**config.mk**
```make
export PLATFORM = sky130hd
export DESIGN_NAME = uart_receiver
export DESIGN_NICKNAME = d
export VERILOG_FILES = /design/src/rtl/uart_receiver.sv
export SDC_FILE = /design/constraint.sdc
export NUM_CORES = 1
export LEC_CHECK = 0
export ABC_AREA = 1
export BUFFER_PORTS_ARGS = -buffer_cell sky130_fd_sc_hd__buf_4
export CORE_UTILIZATION = 53
export CTS_BUF_LIST = sky130_fd_sc_hd__clkbuf_4 sky130_fd_sc_hd__clkbuf_8 sky130_fd_sc_hd__clkbuf_16
export DETAILED_ROUTE_END_ITERATION = 10
export GPL_ROUTABILITY_DRIVEN = 0
export PLACE_DENSITY_LB_ADDON = 0.15
export SLEW_MARGIN = 20
export SYNTH_ARGS = -nofsm -noshare
export SYNTH_HDL_FRONTEND = slang
export SYNTH_SLANG_ARGS = --single-unit
```
**constraint.sdc**
```tcl
create_clock -name iClk -period 1.6 [get_ports iClk]
set_clock_uncertainty 0.2 [all_clocks]
set_input_delay 0.32 -clock iClk [delete_from_list [all_inputs] [get_ports iClk]]
set_output_delay 0.32 -clock iClk [all_outputs]
set_load 0.05 [all_outputs]
```
**src/rtl/uart_receiver.sv**
```systemverilog
// rtl/uart_receiver.sv - oversampling UART receiver, 8 data bits, optional odd parity, 1 stop
//
// Purpose:
//    Receives one UART frame at a time from iRx and presents the byte with error flags.
//    Frame: start (0), 8 data bits LSB first, [odd parity], stop (1).
//    The line is synchronised by two flops; all decisions use the synchronised copy.
//    The start bit is confirmed at mid-bit, and the data, parity and stop bits are
//    then sampled one full bit period apart, which places each sample at mid-bit.
//
// Configuration macro:
//    UART_RX_PARITY_EN - when defined, a parity bit follows the data bits and is checked.
//                        When undefined, the frame is 8N1 and oParityErr is always 0.
//
// Ports:
//    iClk        in   1  clock, all logic on posedge
//    iRst        in   1  synchronous active-high reset
//    iRx         in   1  serial line, asynchronous, idles high
//    odata       out  8  last received byte, held until the next oValid
//    oValid      out  1  one-cycle pulse when odata and the error flags update
//    oParityErr  out  1  parity mismatch on the frame reported by oValid
//    oFrameErr   out  1  stop bit sampled low on the frame reported by oValid
//    oBusy       out  1  receiver is not idle

module uart_receiver #(
   parameter int CLKS_PER_BIT = 434,
   parameter int CNT_W        = 16
) (
   input  logic       iClk,
   input  logic       iRst,
   input  logic       iRx,
   output logic [7:0] odata,
   output logic       oValid,
   output logic       oParityErr,
   output logic       oFrameErr,
   output logic       oBusy
);

   localparam logic [CNT_W-1:0] LAST_CNT = CNT_W'(CLKS_PER_BIT - 1);
   localparam logic [CNT_W-1:0] HALF_CNT = CNT_W'(CLKS_PER_BIT / 2 - 1);

   typedef enum logic [2:0] {
      S_IDLE, S_START, S_DATA, S_PARITY, S_STOP, S_BREAK
   } state_t;

   state_t           state_q, state_d;
   logic             rx_meta_q, rx_s_q;
   logic [CNT_W-1:0] timer_q, timer_d;
   logic [2:0]       idx_q, idx_d;
   logic [7:0]       shift_q, shift_d;
   logic [7:0]       data_q, data_d;
   logic             valid_q, valid_d;
   logic             pe_q, pe_d;
   logic             fe_q, fe_d;
`ifdef UART_RX_PARITY_EN
   logic             perr_q, perr_d;
`endif

   logic             at_last;
   assign at_last = (timer_q == LAST_CNT);

   always_comb begin
      state_d = state_q;
      timer_d = at_last ? '0 : timer_q + CNT_W'(1);
      idx_d   = idx_q;
      shift_d = shift_q;
      data_d  = data_q;
      valid_d = 1'b0;
      pe_d    = pe_q;
      fe_d    = fe_q;
`ifdef UART_RX_PARITY_EN
      perr_d  = perr_q;
`endif

      case (state_q)
         S_IDLE: begin
            timer_d = '0;
            if (!rx_s_q) state_d = S_START;
         end
         S_START: begin
            // Confirm the start bit at its middle; a high here means the low was a glitch.
            if (timer_q == HALF_CNT) state_d = rx_s_q ? S_IDLE : S_DATA;
         end
         S_DATA: begin
            if (at_last) begin
               shift_d[idx_q] = rx_s_q;
               idx_d          = idx_q + 3'd1;
               if (idx_q == 3'd7) begin
`ifdef UART_RX_PARITY_EN
                  state_d = S_PARITY;
`else
                  state_d = S_STOP;
`endif
               end
            end
         end
`ifdef UART_RX_PARITY_EN
         S_PARITY: begin
            if (at_last) begin
               // Data plus parity must hold an odd number of ones.
               perr_d  = ~(^shift_q ^ rx_s_q);
               state_d = S_STOP;
            end
         end
`endif
         S_STOP: begin
            // Report at mid-stop and go idle so a back-to-back start edge is not missed.
            if (at_last) begin
               data_d  = shift_q;
               valid_d = 1'b1;
`ifdef UART_RX_PARITY_EN
               pe_d    = perr_q;
`else
               pe_d    = 1'b0;
`endif
               fe_d    = ~rx_s_q;
               state_d = rx_s_q ? S_IDLE : S_BREAK;
            end
         end
         S_BREAK: begin
            timer_d = '0;
            if (rx_s_q) state_d = S_IDLE;
         end
         default: begin
            state_d = S_IDLE;
         end
      endcase

      if (state_d != state_q) timer_d = '0;
   end

   always_ff @(posedge iClk) begin
      if (iRst) begin
         state_q   <= S_IDLE;
         rx_meta_q <= 1'b1;
         rx_s_q    <= 1'b1;
         timer_q   <= '0;
         idx_q     <= 3'd0;
         shift_q   <= 8'h00;
         data_q    <= 8'h00;
         valid_q   <= 1'b0;
         pe_q      <= 1'b0;
         fe_q      <= 1'b0;
`ifdef UART_RX_PARITY_EN
         perr_q    <= 1'b0;
`endif
      end else begin
         state_q   <= state_d;
         rx_meta_q <= iRx;
         rx_s_q    <= rx_meta_q;
         timer_q   <= timer_d;
         idx_q     <= idx_d;
         shift_q   <= shift_d;
         data_q    <= data_d;
         valid_q   <= valid_d;
         pe_q      <= pe_d;
         fe_q      <= fe_d;
`ifdef UART_RX_PARITY_EN
         perr_q    <= perr_d;
`endif
      end
   end

   assign odata      = data_q;
   assign oValid     = valid_q;
   assign oParityErr = pe_q;
   assign oFrameErr  = fe_q;
   assign oBusy      = (state_q != S_IDLE);

endmodule

```
* Word level (Yosys, flattened, before mapping)
Cells that the tools add are included.
Widths: inputs -> output; s select.
** Storage, ports and cells
- Register bits :: 42
- Input bits :: 3
- Word-level logic and storage cells :: 43
** Operators by class
- $add $sub $neg :: 2
- Magnitude comparators :: 2
- Equal/unequal tests :: 8
- Muxes and demuxes :: 13
- Bitwise operators :: 2
- Reductions and logical operators :: 7
** Operators with widths (count)
- $mux 3 :: 7
- $add 16x1->16 const B :: 1
- $eq 16x8->1 const B :: 1
- $eq 16x9->1 const B :: 1
- $pmux 3 s5 :: 1
- $eq 3x3->1 const B :: 3
- $bwmux 8 :: 1
- $reduce_or 5->1 :: 1
- $lt 3x4->1 const B :: 1
- $reduce_and 2->1 :: 2
- $add 3x1->3 const B :: 1
- $demux 1 s3 :: 1
- $eq 3x1->1 const B :: 1
- $eq 3x2->1 const B :: 1
- $ge 3x1->1 const B :: 1
- $logic_not 3->1 :: 1
- $ne 3x3->1 :: 1
- $reduce_bool 3->1 :: 1
- $mux 1 :: 2
- $mux 2 :: 1
- $not 1->1 :: 2
- $reduce_or 2->1 :: 1
- $logic_and 1x1->1 :: 1

* Depth between registers and ports, before layout
Gate-level depths: netlist of the first run.
- Depth in word-level cells :: 6
- Mapped depth :: 13
- Mapped depth without buffers :: 12

* Worst setup path before layout of the first run
Ideal clock, no wire load.
- Path type :: reg2reg
- From :: register timer_q[0]
- To :: register timer_q[14]
- Setup time :: 0.064 ns
- Arrival :: 1.431 ns
- Required time :: 1.336 ns
- Path slack :: -0.095 ns
- Stages on the path, launching flop included :: 10
- Cells stage by stage :: dfxtp_1 > ha_1 > nand3_1 > nor2_1 > nand2_1 > nor2_2 > nand4_1 > xnor2_1 > inv_1 > nor2_1
** Between the ends
- Longest elaborated chain between the ends :: 5
- Elaborated cells between the ends (all ways) :: 9
** Ends and longest elaborated chain
- from (decl) :: line 47 : logic [CNT_W-1:0] timer_q, timer_d;
- from (signal assigned) :: line 150 : timer_q <= timer_d;
- $eq 16x9->1 / $eq 16x8->1 (equally long branches) :: line 59, 81
- $mux 3, on equally long branches :: line 107, 81, 84
- $pmux 3 s5 :: line 74 : case (state_q)
- $ne 3x3->1 :: line 128 : if (state_d != state_q) timer_d = '0;
- $reduce_or 5->1 (no line)
Several ways; a longest one is shown, not always the timed one.
A chain may end at the register's enable or synchronous reset.

* Final worst setup path of the first run
- From :: register timer_q[9]
- To :: register timer_q[6]
** Between the ends
- Longest elaborated chain between the ends :: 5
- Elaborated cells between the ends (all ways) :: 8
** Ends and longest elaborated chain (line)
- $eq 16x9->1 / $eq 16x8->1 (equally long branches) :: 59, 81
- $mux 3, on equally long branches :: 107, 81, 84
- $pmux 3 s5 :: 74
- $ne 3x3->1 :: 128
- $reduce_or 5->1 (no line) (*)
Every way passes the cells marked *; elsewhere a longest branch is shown, timed or not.

==> flow_summary.toml, run 1 <==
[setup_path]
criticalPathCategory = "reg2reg"
crit_path_max_fanout = 8
cp.arrival_ps = 1960
critPathRequiredTime_ps = 1630
timing.critical_path.from_type = "flip-flop"
setup.reg_to_reg.worst_slack_ps = -330
end_kind = "flip-flop"

[drt]
dr_total_vias = 2055
drt_iter0_drc = 159
drtAntennaViolNets = 0
avgViaCountPerCell = 5.47
drt-pass1-iter-count = 4
route.detailed.wl_per_inst_um = 16.5
detailed_route_wl_mm = 6.20
detail_route.drc_violations = 0

[global_routing]
maximum_number_of_pins_on_one_net_before_global_route_repair = 18
met3_capacity_usage_during_global_routing_pct = 5.80
globalRoute.busiestLayer = "met2"
groute.usage.overall_pct = 25.4
initial_antenna_violation_count = 0
grt_pass1_vias = 1747
grt_use_met1_pct = 33.3
grt_first_pass_wirelength_mm = 7.85
gr-usage-met2_pct = 40.7
remaining_overflow_grt = 0

[timing]
final-setup-viol-count = 32
total_negative_setup_slack_ps = -6320
finalHoldViolations = 0
worst_slack_ps = -333
layout_worst_path_cycle_share_pct = 121
unrepaired_setup_endpoints_after_global_routing = "true"
finalWorstPathRequiredPeriod_ps = 1930
fmaxAchievable_mhz = 517
slew_viol_final = 0
fin_hold_ws_ps = 186

[final_layout]
layout.cells.most_common_list = "sky130_fd_sc_hd__buf_4, sky130_fd_sc_hd__inv_1, sky130_fd_sc_hd__dfxtp_1"
synthesis_to_layout_area_growth_pct = 51.0
num_antenna_cells = 0
drive_gt1_share_pct = 48.5
fin_area_um2 = 2990
layout.cells.most_common = "sky130_fd_sc_hd__buf_4"
finalCoreUtilization_pct = 86.8
fillerInstances = 173
num-nets-final = 337

[place]
detailedPlacementHpwl_mm = 2.94
placed_cell_area_um2 = 2440
portBuffers = 13
dp_worst_setup_slack_ps = -130

[synth]
syn-mean-instance-area_um2 = 7.61
ys.warnings.count = 0
mapped_cell_area_um2 = 1980
postSynthNetCount = 268
post-synth-top-area-cell = "sky130_fd_sc_hd__dfxtp_1"
number_of_synthesized_register_bits = 42
synth.top_cells.by_area = "sky130_fd_sc_hd__dfxtp_1, sky130_fd_sc_hd__inv_1, sky130_fd_sc_hd__nor2_1"
yosysUniqueCellTypes = 31
synthesis.instances = 260
synth_sequential_area_ratio_pct = 42.5
synth_top_area_share_pct = 42.5

[status]
run_status = "finished, violations left"
violations_in_the_final_reports = "setup timing"

[floorplan]
top_level_ports = 15
die_width_um = 63.1
dieArea_um2 = 3980
dieHeight_um = 63.1
floorplan.initialDensity_pct = 57.5
core_area_um2 = 3440
row_count = 21

[clock_tree]
clock_tree_from_tritoncts = "yes"
clk_pin_slew_worst_paths_ps = 80
clock_path_buffers = 2
cts_buffers = 5
clock_insertion_delay_worst_skew_ps = 300
cts.root.buffer_cell = "sky130_fd_sc_hd__clkbuf_8"
cts.sinks = 42
htreeDepth = 2

[worst_hold_path]
hold_class = "in2reg"

[pwr]
static-leakage-power_nw = 1.20
ir_drop_mv = 0.452
power_per_cell_area_nw_per_um2 = 730

[run]
max-cap-violations = 0
==> critical path, cell delays in order (launching register included) <==
cell	delay, ps
sky130_fd_sc_hd__dfxtp_1	350
sky130_fd_sc_hd__nor2_1	190
sky130_fd_sc_hd__nand2_1	130
sky130_fd_sc_hd__nor2_2	160
sky130_fd_sc_hd__nand2_1	90
sky130_fd_sc_hd__nand2_2	100
sky130_fd_sc_hd__nand3_1	90
sky130_fd_sc_hd__nand2_1	120
sky130_fd_sc_hd__nand2_2	80
sky130_fd_sc_hd__inv_4	120
sky130_fd_sc_hd__nand2_8	100
sky130_fd_sc_hd__nor2_1	140
==> through the flow <==
| stage | std cells | power, mW |
|---|---|---|
| global route | 376 | 2.25 |
| CTS | 367 | 2.15 |
| detailed placement | 355 | 1.15 |
| global placement | 355 | 1.15 |
| finish | 376 | 2.18 |
| floorplan | 260 | 1.13 |
==> state kept, by name, indices dropped and copies added, names as in the netlist <==
signal,flops
shift_q,8
oFrameErr,1
rx_s_q,1
rx_meta_q,1
timer_q,16
oValid,1
odata,8
state_q,3
idx_q,3
==> area by class of cell <==
class | instances | area [um^2] | share of cell area [%]
multi-input cells | 172 | 1240 | 41.5
clock inverters | 3 | 68.8 | 2.30
well taps | 46 | 57.6 | 1.93
flip-flops and latches | 42 | 868 | 29.1
repair buffers | 66 | 520 | 17.4
inverters | 42 | 163 | 5.45
clock buffers | 5 | 68.8 | 2.30
==> synth_stat cells, drive strengths merged <==
| master | n |
|---|---|
| conb | 1 |
| ha | 5 |
| inv | 41 |
| o21ai | 17 |
| a31oi | 5 |
| nand3 | 13 |
| buf | 3 |
| nor3 | 10 |
| nand4 | 4 |
| nor3b | 2 |
| clkinv | 1 |
| dfxtp | 42 |
| or2 | 2 |
| o22ai | 1 |
| nor2 | 47 |
| xnor2 | 8 |
| clkbuf | 2 |
| a21oi | 17 |
| xor2 | 6 |
| nand2 | 32 |
| a221oi | 1 |
==> final timing paths <==
path,start,end,cells after the start
hold reg to reg,rx_meta_q,rx_s_q,1
setup reg to reg,timer_q[9],timer_q[6],11
setup / recovery,timer_q[9],timer_q[6],11
hold / removal,iRst,state_q[1],3
==> timing repair <==
action | CTS | global route
resized for setup | 40 | 55
hold buffers | 1 | 0
endpoints found under the hold margin | 1 | 0
setup endpoints to repair | 29 | 39
cloned | 1 | 0
pin swaps | 13 | 16
buffers inserted | 2 | 9
==> per-layer routing <==
layer  wire (um)  up-vias  share of wire, %
met5           0        -                 0
met4         230        0               3.7
met3         448       32               7.2
met2        3010      107                49
met1        2510      943                40
li1            -      973                 -
==> where the power goes <==
part	total, mW	leakage (nW)	switching [mW]	internal (mW)
Combinational	0.123	0.788	0.0787	0.0445
Clock	1.01	0.0683	0.386	0.625
Sequential	1.05	0.346	0.00491	1.04
==> cell families after synthesis <==
family | synth area share, %
AOI/OAI and AO/OA | 10.9
xor gates and xnor gates | 6.20
adders and majority gates | 3.16
buffers and inverters | 9.55
DFF | 42.5
other | 0.190
and+or+nand+nor | 27.5
(Power assumes the default switching activity.)
==> inputs of run 2 (changes only) <==
==> constraint.sdc (replaced) <==
create_clock -name iClk -period 1.6 [get_ports iClk]
set_clock_uncertainty 0.2 [all_clocks]
set_input_delay 0.24 -clock iClk [delete_from_list [all_inputs] [get_ports iClk]]
set_output_delay 0.24 -clock iClk [all_outputs]
set_load 0.05 [all_outputs]
==> run 2 against run 1 <==
  * Clock power is 31% lower
  * Flip-flop and latch count stayed put
  * Die area stayed put
  * Critical endpoint is now timer_q[8]
  * The run still ends with setup timing left
  * Via count is 5.9% lower
  * Power is 15% lower
  * Non-clock buffer count stayed put
  * Critical path type unchanged
  * Register-to-register slack better by 140 ps
  * Final area is 4.9% lower
  * Worst hold slack worse by 67 ps
  * Wire length is 20% lower
  * Critical path depth stayed put
  * Maximum frequency is 7.6% higher
==> flow_summary.toml, run 2 (synthesis results as in run 1) <==
[place]
portBuffers = 13
dp_worst_setup_slack_ps = -134
placed_cell_area_um2 = 2460
post_place_cells = 358
detailedPlacementHpwl_mm = 3.02

[global_routing]
maximum_number_of_pins_on_one_net_before_global_route_repair = 18
grt_first_pass_wirelength_mm = 7.78
remaining_overflow_grt = 0
grt_pass1_vias = 1819
groute.usage.overall_pct = 24.6
initial_antenna_violation_count = 0

[floorplan]
dieArea_um2 = 3980
top_level_ports = 15
dieHeight_um = 63.1
row_count = 21
die_width_um = 63.1
core_area_um2 = 3440
floorplan.initialDensity_pct = 57.5

[setup_path]
worstReg2RegEnd = "timer_q[8]"
largest_stage_delay_on_the_critical_path_ps = 340
cp_slowest_cell = "sky130_fd_sc_hd__dfxtp_2"
crit-reg2reg-launch = "timer_q[1]"
end_kind = "flip-flop"
cp.buffers_inverters = 2
crit_path_max_fanout = 16
crit_path_cell_chain = "inv_2 > ha_4 > nand3_2 > nor2_4 > nand4_1 > nand3_1 > nand2_1 > nand2_1 > inv_2 > nand2_8 > nor2_1"
cp.arrival_ps = 1780
critPathRequiredTime_ps = 1590
critical_path.top_delay_family = "simple AND/OR/NAND/NOR gates"
timing.critical_path.from_type = "flip-flop"
criticalPathCategory = "reg2reg"
rr_worst_depth = 11
setup.reg_to_reg.worst_slack_ps = -200

[worst_hold_path]
worst_hold_path.endpoint = "oFrameErr"
holdPathStages = 3
hold_start = "iRst"
hold_class = "in2reg"

[drt]
detailed_route_wl_mm = 4.93
route.detailed.wl_per_inst_um = 13.1
drt_iter0_drc = 141
dr_total_vias = 1933
drtAntennaViolNets = 0
drt-pass1-iter-count = 4
detail_route.drc_violations = 0
avgViaCountPerCell = 5.15

[final_layout]
layout.cells.most_common_list = "sky130_fd_sc_hd__buf_4, sky130_fd_sc_hd__inv_1, sky130_fd_sc_hd__dfxtp_1"
drive_gt1_share_pct = 43.8
finalCoreUtilization_pct = 82.6
flip_flop_count_of_the_largest_register_all_copies_and_words_added = 16
largest-register = "timer_q"
layout.cells.most_common = "sky130_fd_sc_hd__buf_4"
num_antenna_cells = 0
fin_area_um2 = 2840
num-nets-final = 336
synthesis_to_layout_area_growth_pct = 43.6
final_cell_count_no_fill = 375

[clock_tree]
cts_buffers = 5
clock_insertion_delay_worst_skew_ps = 300
cts.root.buffer_cell = "sky130_fd_sc_hd__clkbuf_8"
cts.sinks = 42
htreeDepth = 2
clock_path_buffers = 2
clk_pin_slew_worst_paths_ps = 90
clock_tree_from_tritoncts = "yes"

[run]
max-cap-violations = 0

[pwr]
power_per_cell_area_nw_per_um2 = 653
pwr-share-seq_pct = 56.7
static-leakage-power_nw = 1.17
share_clk_of_total_power_pct = 37.8
ir_drop_mv = 0.547
power_report.internal_total_mw = 1.40
switching_power_share_of_the_total_pct = 24.5
total_power_mw = 1.86
comb_power_share_pct = 5.5
p_switching_mw = 0.455

[timing]
unrepaired_setup_endpoints_after_global_routing = "true"
finalWorstPathRequiredPeriod_ps = 1800
slew_headroom_pct = 61.4
worst_slack_ps = -196
layout_worst_path_cycle_share_pct = 112
slew_viol_final = 0
fmaxAchievable_mhz = 557
max_slew.worst_pin.slew_ps = 579
total_negative_setup_slack_ps = -4300
finalHoldViolations = 0
final-setup-viol-count = 38
fin_hold_ws_ps = 119

[status]
violations_in_the_final_reports = "setup timing"
run_status = "finished, violations left"
==> run 2: worst max path at each step <==
| stage | slack [ps] | from | depth (start not counted) | end |
|---|---|---|---|---|
| 2_1_floorplan | -50 | timer_q[1] | 12 | timer_q[15] |
| 3_3_place_gp | -90 | timer_q[0] | 9 | timer_q[14] |
| 3_5_place_dp | -130 | timer_q[1] | 11 | timer_q[11] |
| 4_1_cts | -110 | timer_q[1] | 10 | shift_q[1] |
| 5_1_grt | -310 | timer_q[1] | 11 | timer_q[8] |
| 6_report | -200 | timer_q[1] | 11 | timer_q[8] |
==> run 2: cell type report <==
| cell class | count | area, um^2 |
|---|---|---|
| timing repair buffer | 66 | 513 |
| tap | 46 | 57.6 |
| inverter | 42 | 160 |
| clock inverter | 3 | 25.0 |
| clock buffer | 5 | 68.8 |
| fill | 228 | 601 |
| multi-input combinational | 171 | 1160 |
| sequential | 42 | 856 |
==> run 2: power by group through the flow <==
stage | combinational [mW] | clock, mW | sequential, mW
4_1_cts | 0.0872 | 0.710 | 1.05
5_1_grt | 0.110 | 0.764 | 1.05
3_3_place_gp | 0.0761 | 0 | 1.08
3_5_place_dp | 0.0765 | 0 | 1.08
6_report | 0.102 | 0.701 | 1.05
2_1_floorplan | 0.0554 | 0 | 1.08
==> run 2: timing repair <==
item,in CTS,in global routing
hold endpoints to repair,1,0
resized for setup,27,48
buffers inserted,4,4
endpoints found under the setup margin,37,40
pin swaps,11,14
hold buffers,1,0
gates cloned,0,1
==> run 2: worst reg2reg max path, delay by kind of cell, from the launching register on <==
family                     cells  cell delay [ps]
adders and majority gates      1              140
buffers and inverters          2              130
DFF                            1              340
and+or+nand+nor                8              870
==> run 2: routing by layer <==
metal | wire length (um) | global-route usage, % | up-vias | share of wire [%]
met4 | 85 | 8.14 | 0 | 1.7
met1 | 2330 | 31.3 | 917 | 47
met5 | 0 | 0 | - | 0
li1 | - | - | 963 | -
met3 | 154 | 4.89 | 9 | 3.1
met2 | 2360 | 41.3 | 44 | 48
